[src/rtl/i2c_pkg.sv]
// Shared I2C byte-engine types: controller states, SCL quarter phases and
// bus constants used by both the byte writer and the byte reader.
package i2c_pkg;

  typedef enum logic [1:0] {IDLE, SHIFT, ACK} state_e;
  typedef enum logic [1:0] {Q0, Q1, Q2, Q3} phase_e;

  localparam logic I2C_ACK  = 1'b0;
  localparam logic I2C_NACK = 1'b1;

  localparam int BITS_PER_BYTE = 8;

endpackage

[src/rtl/i2c_quarter_timer.sv]
// SCL slot timer: counts QUARTER cycles per phase and walks Q0..Q3.
// Held at Q0/count 0 while not running; stall freezes the quarter count.
module i2c_quarter_timer
  import i2c_pkg::*;
#(
  parameter int QUARTER = 4
) (
  input  logic   clock,
  input  logic   reset,
  input  logic   run,
  input  logic   stall,
  output phase_e phase,
  output logic   quarter_first,
  output logic   quarter_end
);

  localparam int QW = (QUARTER > 1) ? $clog2(QUARTER) : 1;

  logic [QW-1:0] qcnt_q, qcnt_d;
  phase_e        phase_q, phase_d;

  assign phase         = phase_q;
  assign quarter_first = (qcnt_q == '0);
  assign quarter_end   = run && !stall && (qcnt_q == QW'(QUARTER - 1));

  always_comb begin
    qcnt_d  = qcnt_q;
    phase_d = phase_q;
    if (!run) begin
      qcnt_d  = '0;
      phase_d = Q0;
    end else if (quarter_end) begin
      qcnt_d  = '0;
      phase_d = phase_e'(phase_q + 2'd1);
    end else if (!stall) begin
      qcnt_d = qcnt_q + 1'b1;
    end
  end

  always_ff @(posedge clock) begin
    if (reset) begin
      qcnt_q  <= '0;
      phase_q <= Q0;
    end else begin
      qcnt_q  <= qcnt_d;
      phase_q <= phase_d;
    end
  end

endmodule

[src/rtl/i2c_master_write_byte.sv]
// I2C master byte transmitter: shifts a byte MSB-first, then samples ACK/NACK.
// Optional build macro I2C_CLOCK_STRETCH_EN honours slave clock stretching in Q2.
module i2c_master_write_byte
  import i2c_pkg::*;
#(
  parameter int QUARTER = 4
) (
  input  logic       clock,
  input  logic       reset,
  input  logic       go,
  input  logic [7:0] data_in,
  output logic       busy,
  output logic       finish,
  output logic       ack_n,
  input  logic       sda_in,
  output logic       sda_oe,
  input  logic       scl_in,
  output logic       scl
);

  state_e     state_q, state_d;
  logic [7:0] sr_q, sr_d;
  logic [2:0] bit_cnt_q, bit_cnt_d;
  logic       sda_oe_q, sda_oe_d;
  logic       ack_n_q, ack_n_d;
  logic       finish_q, finish_d;
  logic       scl_park_q, scl_park_d;

  phase_e phase;
  logic   quarter_first;
  logic   quarter_end;
  logic   stall;
  logic   slot_end;

`ifdef I2C_CLOCK_STRETCH_EN
  // A slave holding SCL low keeps the first Q2 cycle frozen until SCL is seen high.
  assign stall = (phase == Q2) && quarter_first && !scl_in;
`else
  logic [1:0] unused_stretch_inputs;
  assign unused_stretch_inputs = {scl_in, quarter_first};
  assign stall = 1'b0;
`endif

  i2c_quarter_timer #(.QUARTER(QUARTER)) u_timer (
    .clock         (clock),
    .reset         (reset),
    .run           (busy),
    .stall         (stall),
    .phase         (phase),
    .quarter_first (quarter_first),
    .quarter_end   (quarter_end)
  );

  assign slot_end = quarter_end && (phase == Q3);
  assign busy     = (state_q != IDLE);
  assign scl      = busy ? ((phase == Q2) || (phase == Q3)) : scl_park_q;
  assign sda_oe   = sda_oe_q;
  assign ack_n    = ack_n_q;
  assign finish   = finish_q;

  always_comb begin
    state_d    = state_q;
    sr_d       = sr_q;
    bit_cnt_d  = bit_cnt_q;
    sda_oe_d   = sda_oe_q;
    ack_n_d    = ack_n_q;
    finish_d   = 1'b0;
    scl_park_d = scl_park_q;
    case (state_q)
      IDLE: begin
        if (go) begin
          state_d    = SHIFT;
          sr_d       = data_in;
          bit_cnt_d  = '0;
          sda_oe_d   = ~data_in[7];
          scl_park_d = 1'b0;
        end
      end
      SHIFT: begin
        // The next bit goes onto SDA as the new slot's Q0 begins.
        if (slot_end) begin
          sr_d = {sr_q[6:0], 1'b0};
          if (bit_cnt_q == 3'(BITS_PER_BYTE - 1)) begin
            state_d  = ACK;
            sda_oe_d = 1'b0;
          end else begin
            bit_cnt_d = bit_cnt_q + 3'd1;
            sda_oe_d  = ~sr_q[6];
          end
        end
      end
      ACK: begin
        if ((phase == Q2) && quarter_end) begin
          ack_n_d = sda_in;
        end
        if (slot_end) begin
          state_d  = IDLE;
          finish_d = 1'b1;
          sda_oe_d = 1'b0;
        end
      end
      default: state_d = IDLE;
    endcase
  end

  always_ff @(posedge clock) begin
    if (reset) begin
      state_q    <= IDLE;
      sr_q       <= '0;
      bit_cnt_q  <= '0;
      sda_oe_q   <= 1'b0;
      ack_n_q    <= I2C_NACK;
      finish_q   <= 1'b0;
      scl_park_q <= 1'b1;
    end else begin
      state_q    <= state_d;
      sr_q       <= sr_d;
      bit_cnt_q  <= bit_cnt_d;
      sda_oe_q   <= sda_oe_d;
      ack_n_q    <= ack_n_d;
      finish_q   <= finish_d;
      scl_park_q <= scl_park_d;
    end
  end

endmodule

[config.mk]
export PLATFORM = sky130hd
export DESIGN_NAME = i2c_master_write_byte
export DESIGN_NICKNAME = d
export VERILOG_FILES = /design/src/rtl/i2c_pkg.sv /design/src/rtl/i2c_quarter_timer.sv /design/src/rtl/i2c_master_write_byte.sv
export SDC_FILE = /design/constraint.sdc
export NUM_CORES = 1
export LEC_CHECK = 0
export CAP_MARGIN = 15
export CORE_AREA = 2 2 67 69
export DETAILED_ROUTE_END_ITERATION = 12
export DIE_AREA = 0 0 69 71
export SLEW_MARGIN = 20
export SYNTH_ARGS = -nofsm -noshare
export SYNTH_HDL_FRONTEND = slang
export SYNTH_HIERARCHICAL = 1
export SYNTH_SLANG_ARGS = --single-unit
[constraint.sdc]
create_clock -name clock -period 2.7 [get_ports clock]
set_clock_uncertainty 0.2 [all_clocks]
set_input_delay 0.675 -clock clock [delete_from_list [all_inputs] [get_ports clock]]
set_output_delay 0.675 -clock clock [all_outputs]
set_load 0.01 [all_outputs]
Yosys cells after proc, flatten, opt, wreduce, memory -nomap -nowiden
Cells that the tools add are included.
{"block": "totals", "regBits": 20, "latchBits": 0, "ram_bits": 0, "romBits": 0, "input_bits": 13, "out_inout_bits": 5, "wordCells": 63, "mem_count": 0}
{"block": "classes", "addsub": 3, "multipliers": 0, "div_mod_pow": 0, "n_lt_le_gt_ge": 0, "n_eq_ne": 11, "n_shift": 0, "mux": 19, "n_bitwise": 4, "reduce_logical": 17}
{"cell": "7-bit two-way mux", "n": 2}
{"cell": "7-bit case mux with 2 select lines", "n": 1}
{"cell": "4-bit AND reduction", "n": 3}
{"cell": "2-bit != test, second input constant", "n": 5}
{"cell": "3-bit two-way mux", "n": 3}
{"cell": "2-bit equality test, second input constant", "n": 4}
{"cell": "2-bit two-way mux", "n": 4}
{"cell": "1-bit two-way mux", "n": 6}
{"cell": "2-bit case mux with 3 select lines", "n": 1}
{"cell": "3-bit case mux with 2 select lines", "n": 1}
{"cell": "2-bit by 1-bit adder with 2-bit output, second input constant", "n": 2}
{"cell": "1-bit NOT", "n": 4}
{"cell": "2-bit AND reduction", "n": 2}
{"cell": "2-bit nonzero test", "n": 2}
{"cell": "2-bit OR reduction", "n": 2}
{"cell": "3-bit by 1-bit adder with 3-bit output, second input constant", "n": 1}
{"cell": "3-bit equality test, second input constant", "n": 1}
{"cell": "1-bit logical AND", "n": 3}
{"cell": "1-bit case mux with 3 select lines", "n": 1}
{"cell": "3-bit AND reduction", "n": 1}
{"cell": "3-bit nonzero test", "n": 1}
{"cell": "3-bit OR reduction", "n": 1}
{"cell": "2-bit by 1-bit equality test with 1-bit output, second input constant", "n": 1}
{"cell": "2-bit zero test", "n": 1}
{"cell": "1-bit logical OR", "n": 1}

Logic depth before layout (Yosys ltp)
Gate-level depths: netlist of the first run.
{"block": "logic_depth", "word_depth": 5, "depth_mapped": 7, "mapped_depth_nobuf": 7}

Cells and area by module
Netlist of the first run, hierarchy kept.
{"module": "i2c_master_write_byte", "n_inst": 1, "cells_per_inst": 109, "area_per_inst_um2": 1018.5, "seq_area_each_um2": 320.3}
{"module": "i2c_quarter_timer", "n_inst": 1, "cells_per_inst": 22, "area_per_inst_um2": 196.4, "seq_area_each_um2": 80.1}

Least setup slack after synthesis of the first run
OpenSTA, ideal clock, no wires.
{"block": "synth_path", "path_type": "register -> register", "startpoint": "reg state_q[0]", "endpoint": "reg state_q[0]", "setup_ns": 0.072, "arrival_ns": 1.649, "t_required_ns": 2.428, "path_slack_ns": 0.780, "path_stages_with_launch": 8, "path_buffers": 0, "synth_period_minus_slack_ns": 1.920, "cell_sequence": "dfxtp_1 > inv_1 > ha_1 > inv_1 > and2_1 > nand3_1 > a221oi_4 > mux2i_1"}
{"block": "synth_via", "elab_chain_len": 5, "elab_cells_between_ends": 12, "cone_classes": "eq/ne (6); mux (1); reduce/logical (5)"}
{"element": "start: declaration", "line": "i2c_master_write_byte.sv:21", "source": "state_e state_q, state_d;"}
{"element": "start signal: assignment", "line": "i2c_master_write_byte.sv:116", "source": "state_q <= state_d;"}
{"element": "2-bit nonzero test (*)", "line": "i2c_master_write_byte.sv:55", "source": "assign busy = (state_q != IDLE);"}
{"element": "net busy", "line": "i2c_master_write_byte.sv:12", "source": "output logic busy,"}
{"element": "1-bit logical AND (*)", "line": "i2c_quarter_timer.sv:24", "source": "assign quarter_end = run && !stall && (qcnt_q == QW'(QUARTER - 1));"}
{"element": "net quarter_end", "line": "i2c_master_write_byte.sv:31", "source": "logic quarter_end;"}
{"element": "1-bit logical AND (*)", "line": "i2c_master_write_byte.sv:54", "source": "assign slot_end = quarter_end && (phase == Q3);"}
{"element": "2-bit != test (no source line)"}
{"element": "4-bit AND reduction (no source line) (*)"}
Mark *: on every way through the listed nets, which the timed path passes. The rest lies on a longest branch.
A chain may end at the register's enable or synchronous reset.

Final worst setup path of the first run
{"block": "layout_path", "startpoint": "reg state_q[0]", "endpoint": "out busy"}
{"block": "layout_via", "elab_chain_len": 1}
{"element": "2-bit nonzero test", "line": "i2c_master_write_byte.sv:55"}
{"element": "end: declaration", "line": "i2c_master_write_byte.sv:12"}
No other way between the ends.

==> results of run 1 <==
## flip-flops by register name, summed over array words and instances (netlist names)
signal	flops
finish	1
sda_oe	1
scl_park_q	1
ack_n	1
u_timer/qcnt_q	2
state_q	2
sr_q	7
bit_cnt_q	3
u_timer/phase	2
## worst max-delay path: cells and delay by family (launching register included)
| family | cells | cell delay, ns |
|---|---|---|
| buffers and inverters | 3 | 0.77 |
| adder cells (fa/ha/maj) | 1 | 0.29 |
| flip-flops | 1 | 0.39 |
## what timing repair did
action	4_1_cts	5_1_grt
resized for setup	0	3
endpoints found under the hold margin	0	0
setup endpoints to repair	0	1
## final timing paths
kind,from,end,slack (ns),depth (start not counted)
worst max register to register,state_q[0],sr_q[5],0.54,7
worst min register to register,sr_q[3],sr_q[3],0.25,2
worst max-delay path,state_q[0],busy,0.12,4
worst min-delay path,sr_q[3],sr_q[3],0.25,2
## per-layer routing
metal  track usage (%)  vias up  part of all wire, %
met4              3.92        0                  2.2
met1              13.9      469                   43
met5                 0        -                    0
met3              3.99        6                  4.4
li1                  -      507                    -
met2              19.9       26                   51
## report_power, final
part | switching [mW] | total, mW | internal, mW
Combinational | 0.299 | 0.577 | 0.278
Clock | 0.0986 | 0.198 | 0.0994
Sequential | 0.0372 | 0.393 | 0.356
## cell usage in the layout (no fill, tap or decap), types with 3 or more instances in the layout
cell type        count
nor2_1               6
conb_1               6
nand2b_1             8
mux2i_1              3
a211oi_1            13
nor2b_1              4
nand2_1              3
dfxtp_1             20
ha_1                 8
o2111ai_1            3
clkbuf_8             3
mux2_2               7
inv_1               15
clkdlybuf4s50_1     15
## metrics by stage
step	power, mW	worst slack (ns)	util (%)	hold WS [ns]
after global routing	1.26	0.00792	35.6	0.284
final	1.17	0.121	35.6	0.254
after detailed placement	0.977	0.351	34.5	0.244
after global placement	0.958	0.378	34.5	0.228
after floorplan	0.826	0.780	-	0.221
after CTS	1.18	0.0384	35.4	0.258
## cells by family (layout without fill, tap and decap cells)
group,count (synthesis),after routing
multiplexers,10,10
other,1,6
adder cells (fa/ha/maj),9,9
buffers and inverters,20,37
XOR/XNOR,2,2
flip-flops,20,20
AO/OA/AOI/OAI,29,29
AND/OR/NAND/NOR,40,40
## layout make-up
class | instances | share of cell area, %
inverter | 16 | 4.02
tap | 52 | 4.35
sequential | 20 | 26.8
multi-input combinational | 96 | 50.2
clock buffer | 3 | 2.76
timing repair buffer | 18 | 11.9
==> results.json, run 1 <==
{
  "ff_latch_area_um2": 400,
  "clkTransAtPathRegs_ns": 0.07,
  "period_minus_slack_ns": 2.58,
  "viasPerCell": 4.92,
  "finalCritPeriodShare_pct": 95.5,
  "htreeDepth": 1,
  "critPathRequiredTime_ns": 1.82,
  "crit_chain": "inv_1, ha_1, inv_1, clkdlybuf4s50_1",
  "grtUsageTotal_pct": 11.7,
  "critPathLaunchType": "flop",
  "cts_made_buffers": 3,
  "synth_cell_types": 41,
  "stdcell_count": 205,
  "tritoncts": "done",
  "dpl.hpwl_mm": 2.07,
  "die_h_um": 71,
  "synthTopCellsByCount": "dfxtp_1 (20), inv_1 (16), a211oi_1 (13)",
  "yosys_warnings": 6,
  "post-synth-top-count-cell": "dfxtp_1",
  "root_buffer": "clkbuf_8",
  "row_count": 24,
  "die_area_mm2": 0.00490,
  "die_w_um": 69,
  "slew_viol_final": 0,
  "ios": 18,
  "synth-compound-area-share_pct": 19.7,
  "gr-total-overflow": 0,
  "synth_area_mm2": 0.00121,
  "setup_viol": 0,
  "diodes": 0,
  "crit_type": "reg2out",
  "worst_ep_arrival_time_ns": 1.70,
  "initial_utilization_pct": 28.9,
  "status": "complete, no violations",
  "avgSynthCellArea_um2": 9.27,
  "syn_to_final_growth_pct": 23.1,
  "tightest_slew_ns": 0.557,
  "grt_pass1_vias": 1041,
  "worstPathMaxFanout": 7,
  "yosys.area_share.simple_pct": 20.4,
  "grt_max_degree": 16,
  "ys_ff_latch": 20,
  "placed_cells": 202,
  "synth_xor_area_share_pct": 1.44,
  "synth-seq-area-share_pct": 33.0,
  "num_vias": 1008,
  "crit_top_cell": "inv_1",
  "netlist_instances": 131,
  "finalWirelength_mm": 2.73,
  "wl_per_cell_um": 13.3,
  "p_per_area_mw_per_mm2": 781,
  "multi_input_area_um2": 751,
  "ys.flop_type": "dfxtp_1",
  "synth_fa_ha_area_share_pct": 9.27,
  "synthTopCellsByArea": "dfxtp_1 (33%), ha_1 (9.3%), a211oi_1 (8.0%)",
  "place.gp.congestion": 0.767,
  "rsz0062_at_grt": "no",
  "cts_setup_buffers": 0,
  "io_buffers": 16,
  "p_leak_nw": 0.571,
  "hold_class": "reg2reg",
  "muxShareOfSynthArea_pct": 8.96,
  "first_pass_iters": 4,
  "slew-limit-headroom_pct": 62.9,
  "synth_top_family_by_area": "simple AND/OR/NAND/NOR gates",
  "cts_sinks": 20,
  "fmax_mhz": 388,
  "synth_edf_count": 0,
  "final_area_mm2": 0.00150,
  "drtIter0Drc": 49,
  "antenna_found_initial": 0,
  "max_stage_delay_ns": 0.54,
  "async_reset_ff_share_pct": 0,
  "clk_path_buf_depth": 2,
  "hold_viol": 0,
  "placed_cell_area_mm2": 0.00145,
  "maxCapViolCount": 0,
  "clock_latency_ns": 0.26,
  "num-fill-cells": 436,
  "ctsHoldBuffers": 0,
  "synth_top_cell_by_area": "dfxtp_1",
  "crit_slowest_cell": "clkdlybuf4s50_1",
  "layout-drive-gt1-share_pct": 11.8,
  "critPathCaptureType": "output pin",
  "tns_ns": 0,
  "ir_worst_vdd_mv": 0.501,
  "core_mm2": 0.00420,
  "synth.top_cell.area_share_pct": 33.0,
  "ant_nets": 0,
  "grt_pass1_wl_mm": 4.69,
  "drc": 0,
  "nNetsFinal": 177
}
Power figures use the tool's default switching activity.
==> run 2: changes to the inputs <==
--- a/config.mk
+++ b/config.mk
@@ -6,9 +6,10 @@
 export NUM_CORES = 1
 export LEC_CHECK = 0
 export CAP_MARGIN = 15
-export CORE_AREA = 2 2 67 69
+export CORE_AREA = 2 2 51 53
 export DETAILED_ROUTE_END_ITERATION = 12
-export DIE_AREA = 0 0 69 71
+export DIE_AREA = 0 0 53 55
+export PLACE_DENSITY = 0.77
 export SLEW_MARGIN = 20
 export SYNTH_ARGS = -nofsm -noshare
 export SYNTH_HDL_FRONTEND = slang
==> results.json, run 2 (synthesis results as in run 1) <==
{
  "utilization_pct": 61.9,
  "fmax_mhz": 389,
  "clkTransAtPathRegs_ns": 0.11,
  "wl_per_cell_um": 12.8,
  "finalCritPeriodShare_pct": 95.2,
  "finalWorstSetupSlack_ns": 0.130,
  "final_common_cell": "dfxtp_1",
  "p_per_area_mw_per_mm2": 780,
  "initial_utilization_pct": 51.4,
  "drc": 0,
  "tns_ns": 0,
  "ant_nets": 0,
  "drtIter0Drc": 10,
  "tritoncts": "done",
  "critical_path.top_delay_family": "buffers and inverters",
  "final_area_mm2": 0.00146,
  "finalPower_mw": 1.14,
  "status": "complete, no violations",
  "top_register": "sr_q",
  "max_stage_delay_ns": 0.54,
  "tightest_slew_ns": 0.564,
  "ios": 18,
  "finalWirelength_mm": 2.36,
  "crit_chain": "inv_1, ha_1, inv_1, clkdlybuf4s50_1",
  "crit_top_cell": "inv_1",
  "io_buffers": 16,
  "path_buf_inv": 3,
  "hold_ws_ns": 0.266,
  "crit_type": "reg2out",
  "setup_viol": 0,
  "cts_setup_buffers": 0,
  "nNetsFinal": 177,
  "place.gp.congestion": 0.768,
  "p_leak_nw": 0.571,
  "first_pass_iters": 4,
  "crit_slowest_cell": "clkdlybuf4s50_1",
  "row_count": 18,
  "critPathCaptureType": "output pin",
  "stdcell_count": 184,
  "maxCapViolCount": 0,
  "clk_path_buf_depth": 2,
  "largest_reg_flops": 7,
  "core_mm2": 0.00236,
  "viasPerCell": 5.45,
  "antenna_found_initial": 0,
  "grt_max_degree": 17,
  "num_vias": 1003,
  "grt_pass1_wl_mm": 4.07,
  "ctsHoldBuffers": 0,
  "placed_cells": 180,
  "rsz0062_at_grt": "no",
  "hold_viol": 0,
  "grt_pass1_vias": 1003,
  "critPathLaunchType": "flop",
  "grtUsageTotal_pct": 18.7,
  "layout-drive-gt1-share_pct": 13.0,
  "layout_common_cells": "dfxtp_1 (19), inv_1 (15), clkdlybuf4s50_1 (15)",
  "slew_viol_final": 0,
  "cts_made_buffers": 3,
  "root_buffer": "clkbuf_4",
  "htreeDepth": 1,
  "die_area_mm2": 0.00292,
  "diodes": 0,
  "ir_worst_vdd_mv": 0.551,
  "clock_latency_ns": 0.30,
  "hold_class": "reg2reg",
  "period_minus_slack_ns": 2.57,
  "critPathRequiredTime_ns": 1.82,
  "worstPathMaxFanout": 7,
  "cts_sinks": 20,
  "placed_cell_area_mm2": 0.00142,
  "pre_cts_slack_ns": 0.362,
  "die_w_um": 53,
  "largestRegisters": "sr_q: 7 flops, bit_cnt_q: 3 flops",
  "dpl.hpwl_mm": 1.78,
  "syn_to_final_growth_pct": 20.5,
  "gr-total-overflow": 0,
  "die_h_um": 55,
  "worst_ep_arrival_time_ns": 1.69,
  "slew-limit-headroom_pct": 62.4
}
run 2: cell count changes in the layout (fill, tap and decap cells not counted):
| cell | before | now |
|---|---|---|
| dfxtp_2 | 0 | 1 |
| dfxtp_1 | 20 | 19 |
| clkbuf_4 | 0 | 3 |
| clkbuf_8 | 3 | 1 |
run 2: cell type report:
| type | instances | area, µm² |
|---|---|---|
| multi-input cells | 96 | 751 |
| flip-flops and latches | 20 | 402 |
| repair buffers | 18 | 178 |
| clock buffers | 4 | 36.3 |
| inverters | 16 | 60.1 |
| well taps | 30 | 37.5 |
| fillers | 218 | 901 |
run 2: worst register-to-register path, delay by kind of cell, from the launching register on:
kind | cells | cell delay (ns)
flops | 1 | 0.37
simple gates | 2 | 0.53
fa+ha+maj | 1 | 0.27
buf+inv | 2 | 0.22
compound gates | 2 | 0.42
run 2: where the power goes:
part           internal (mW)  switching (mW)
Combinational          0.277           0.297
Sequential             0.357          0.0371
Clock                 0.0823          0.0905
run 2: timing repair:
item | 4_1_cts | 5_1_grt
endpoints found under the setup margin | 0 | 2
gates resized for setup | 0 | 4
endpoints found under the hold margin | 0 | 0
run 2: final timing paths:
path	slack [ns]	cells past startpoint	start	endpoint
worst min register to register	0.27	2	sr_q[5]	sr_q[5]
worst max-delay path	0.13	4	state_q[1]	busy
worst min-delay path	0.27	2	sr_q[5]	sr_q[5]
worst max register to register	0.59	7	state_q[1]	sr_q[3]
run 2: layer usage:
metal	part of all wire (%)	wire length, µm	up-vias	GRT usage (%)
met5	0	0	-	0
met4	2.2	53	0	7.69
met3	3.4	81	7	2.42
met2	49	1160	20	36.0
met1	45	1070	464	20.6
li1	-	-	512	-
==> run 3: changes to the inputs <==
--- a/config.mk
+++ b/config.mk
@@ -6,12 +6,11 @@
 export NUM_CORES = 1
 export LEC_CHECK = 0
 export CAP_MARGIN = 15
-export CORE_AREA = 2 2 51 53
+export CORE_AREA = 2 2 49 51
 export DETAILED_ROUTE_END_ITERATION = 12
-export DIE_AREA = 0 0 53 55
-export PLACE_DENSITY = 0.77
+export DIE_AREA = 0 0 51 53
+export PLACE_DENSITY = 0.73
 export SLEW_MARGIN = 20
 export SYNTH_ARGS = -nofsm -noshare
 export SYNTH_HDL_FRONTEND = slang
-export SYNTH_HIERARCHICAL = 1
 export SYNTH_SLANG_ARGS = --single-unit
==> constraint.sdc (replaced) <==
create_clock -name clock -period 2.4 [get_ports clock]
set_clock_uncertainty 0.2 [all_clocks]
set_input_delay 0.6 -clock clock [delete_from_list [all_inputs] [get_ports clock]]
set_output_delay 0.6 -clock clock [all_outputs]
set_load 0.01 [all_outputs]
==> results.json, run 3 <==
{
  "fmax_mhz": 460,
  "dr_wl_met3_um": 61,
  "async_reset_ff_share_pct": 0,
  "clkTransAtPathRegs_ns": 0.11,
  "rrSetupSlack_ns": 0.43,
  "layout_common_cells": "dfxtp_1 (19), clkdlybuf4s50_1 (14), nor2_1 (12)",
  "period_minus_slack_ns": 2.17,
  "hold_class": "reg2reg",
  "finalWorstSetupSlack_ns": 0.225,
  "first_pass_iters": 4,
  "clk_path_buf_depth": 2,
  "place.gp.congestion": 0.810,
  "stdcell_count": 151,
  "antenna_found_initial": 0,
  "ios": 18,
  "ys_ff_latch": 20,
  "slew_viol_final": 0,
  "tightest_slew_ns": 0.458,
  "top_register": "sr_q",
  "die_h_um": 53,
  "hold_ws_ns": 0.245,
  "grt_pass1_wl_mm": 2.93,
  "dpl.hpwl_mm": 1.37,
  "holdPathEnd": "u_timer.qcnt_q[0]",
  "maxCapViolCount": 0,
  "ant_nets": 0,
  "synth_area_mm2": 0.00104,
  "syn_to_final_growth_pct": 20.3,
  "synth_edf_count": 0,
  "syn_nets": 128,
  "io_buffers": 16,
  "num_vias": 782,
  "ir_worst_vdd_mv": 0.448,
  "largestRegisters": "sr_q: 7 flops, bit_cnt_q: 3 flops",
  "synth-seq-area-share_pct": 38.6,
  "hold_viol": 0,
  "initial_utilization_pct": 48.2,
  "die_area_mm2": 0.00270,
  "status": "complete, no violations",
  "rsz0062_at_grt": "no",
  "synth.top_cell.area_share_pct": 38.6,
  "grt_max_degree": 15,
  "crit_slowest_cell": "dfxtp_1",
  "pre_cts_slack_ns": 0.222,
  "clock_latency_ns": 0.29,
  "worstPathMaxFanout": 3,
  "synth_cell_types": 35,
  "timing.rr.start": "state_q[0]",
  "nNetsFinal": 147,
  "grt_pass1_vias": 693,
  "finalWirelength_mm": 1.79,
  "num-fill-cells": 206,
  "worst_ep_arrival_time_ns": 1.37,
  "placed_cell_area_mm2": 0.00122,
  "multi_input_area_um2": 573,
  "viasPerCell": 5.18,
  "drc": 0,
  "top_layer": "met4",
  "core_mm2": 0.00215,
  "ys.flop_type": "dfxtp_1",
  "cts_setup_buffers": 0,
  "synth_top_cell_by_area": "dfxtp_1",
  "post-synth-top-count-cell": "dfxtp_1",
  "hold_depth": 1,
  "grtUsageTotal_pct": 15.0,
  "hold_path_startpoint": "u_timer.qcnt_q[0]",
  "utilization_pct": 58.0,
  "cts_sinks": 20,
  "ff2ff_path_depth": 7,
  "wl_met1_um": 833,
  "finalPower_uw": 916,
  "diodes": 0,
  "p_per_area_mw_per_mm2": 735,
  "ctsHoldBuffers": 0,
  "wl_met2_um": 846,
  "setup_viol": 0,
  "tns_ns": 0,
  "p_leak_nw": 0.536,
  "row_count": 17,
  "synthTopCellsByCount": "dfxtp_1 (20), nor2_1 (12), ha_1 (9)",
  "netlist_instances": 106,
  "gr-total-overflow": 0,
  "synthTopCellsByArea": "dfxtp_1 (39%), ha_1 (11%), mux2i_1 (7.7%)",
  "layout-drive-gt1-share_pct": 13.8,
  "avgSynthCellArea_um2": 9.77,
  "crit_type": "reg2out",
  "wl_per_cell_um": 11.8,
  "finalCritPeriodShare_pct": 90.6,
  "drtIter0Drc": 6,
  "final_area_mm2": 0.00125,
  "slew-limit-headroom_pct": 69.4,
  "reg2reg_to": "sr_q[1]",
  "die_w_um": 51,
  "yosys_warnings": 0,
  "critPathRequiredTime_ns": 1.60,
  "tritoncts": "done",
  "htreeDepth": 1,
  "largest_reg_flops": 7,
  "placed_cells": 148,
  "crit_chain": "inv_1, ha_1, nor2_1, o21ai_0, dlygate4sd2_1",
  "critPathCaptureType": "output pin",
  "ff_latch_area_um2": 402,
  "cts_made_buffers": 3,
  "final_common_cell": "dfxtp_1",
  "critPathLaunchType": "flop",
  "root_buffer": "clkbuf_4",
  "max_stage_delay_ns": 0.38
}
-- run 3: changes by cell type after synthesis, moves of 3 or more --
| cell | before | now |
|---|---|---|
| a211oi_1 | 13 | 7 |
| inv_1 | 16 | 6 |
| mux2_2 | 7 | 0 |
| mux2i_1 | 3 | 8 |
| nand2b_1 | 8 | 3 |
| nor2_1 | 6 | 12 |
| nor2b_1 | 4 | 1 |
| o2111ai_1 | 3 | 0 |
-- run 3: where the power goes --
group          switching, mW  internal [mW]  total (mW)  leakage [nW]
sequential            0.0237          0.378       0.402         0.164
combinational          0.185          0.175       0.360         0.358
clock                 0.0962         0.0584       0.155        0.0138
total                  0.305          0.611       0.916         0.536
-- run 3: worst max-delay path: cells and delay by family (launching register included) --
kind	cells	cell delay (ns)
AND/OR/NAND/NOR	1	0.09
flip-flops	1	0.38
adder cells (fa/ha/maj)	1	0.20
AO/OA/AOI/OAI	1	0.07
buffers and inverters	2	0.34
-- run 3: worst max path at each step --
stage	end	from
after floorplan	scl	state_q[0]
after global placement	scl	state_q[1]
after detailed placement	scl	state_q[1]
after CTS	busy	state_q[0]
after global routing	scl	u_timer.phase[0]
final	scl	u_timer.phase[0]
-- run 3: metal layers --
metal  vias up  global-route usage [%]
met5         -                       0
met4         0                    9.46
met3         4                    2.54
met2        16                    26.2
met1       362                    17.0
li1        400                       -
-- run 3: cell type report --
class | instances | area share, %
repair buffers | 20 | 15.4
multi-input cells | 74 | 46.0
flip-flops and latches | 20 | 32.2
well taps | 28 | 2.81
clock buffers | 3 | 1.81
inverters | 6 | 1.81
-- run 3: cells by family (layout without fill, tap and decap cells) --
group / Yosys count / count (layout) / synth area share, %
simple gates: 35 / 35 / 19.8
compound gates: 20 / 20 / 14.4
flops: 20 / 20 / 38.6
buf+inv: 12 / 29 / 6.28
fa+ha+maj: 9 / 9 / 10.9
mux: 9 / 9 / 9.18
xor+xnor: 1 / 1 / 0.846
-- run 3: what timing repair did --
item	4_1_cts	5_1_grt
resized for setup	2	2
pin swaps	0	0
setup endpoints to repair	2	1
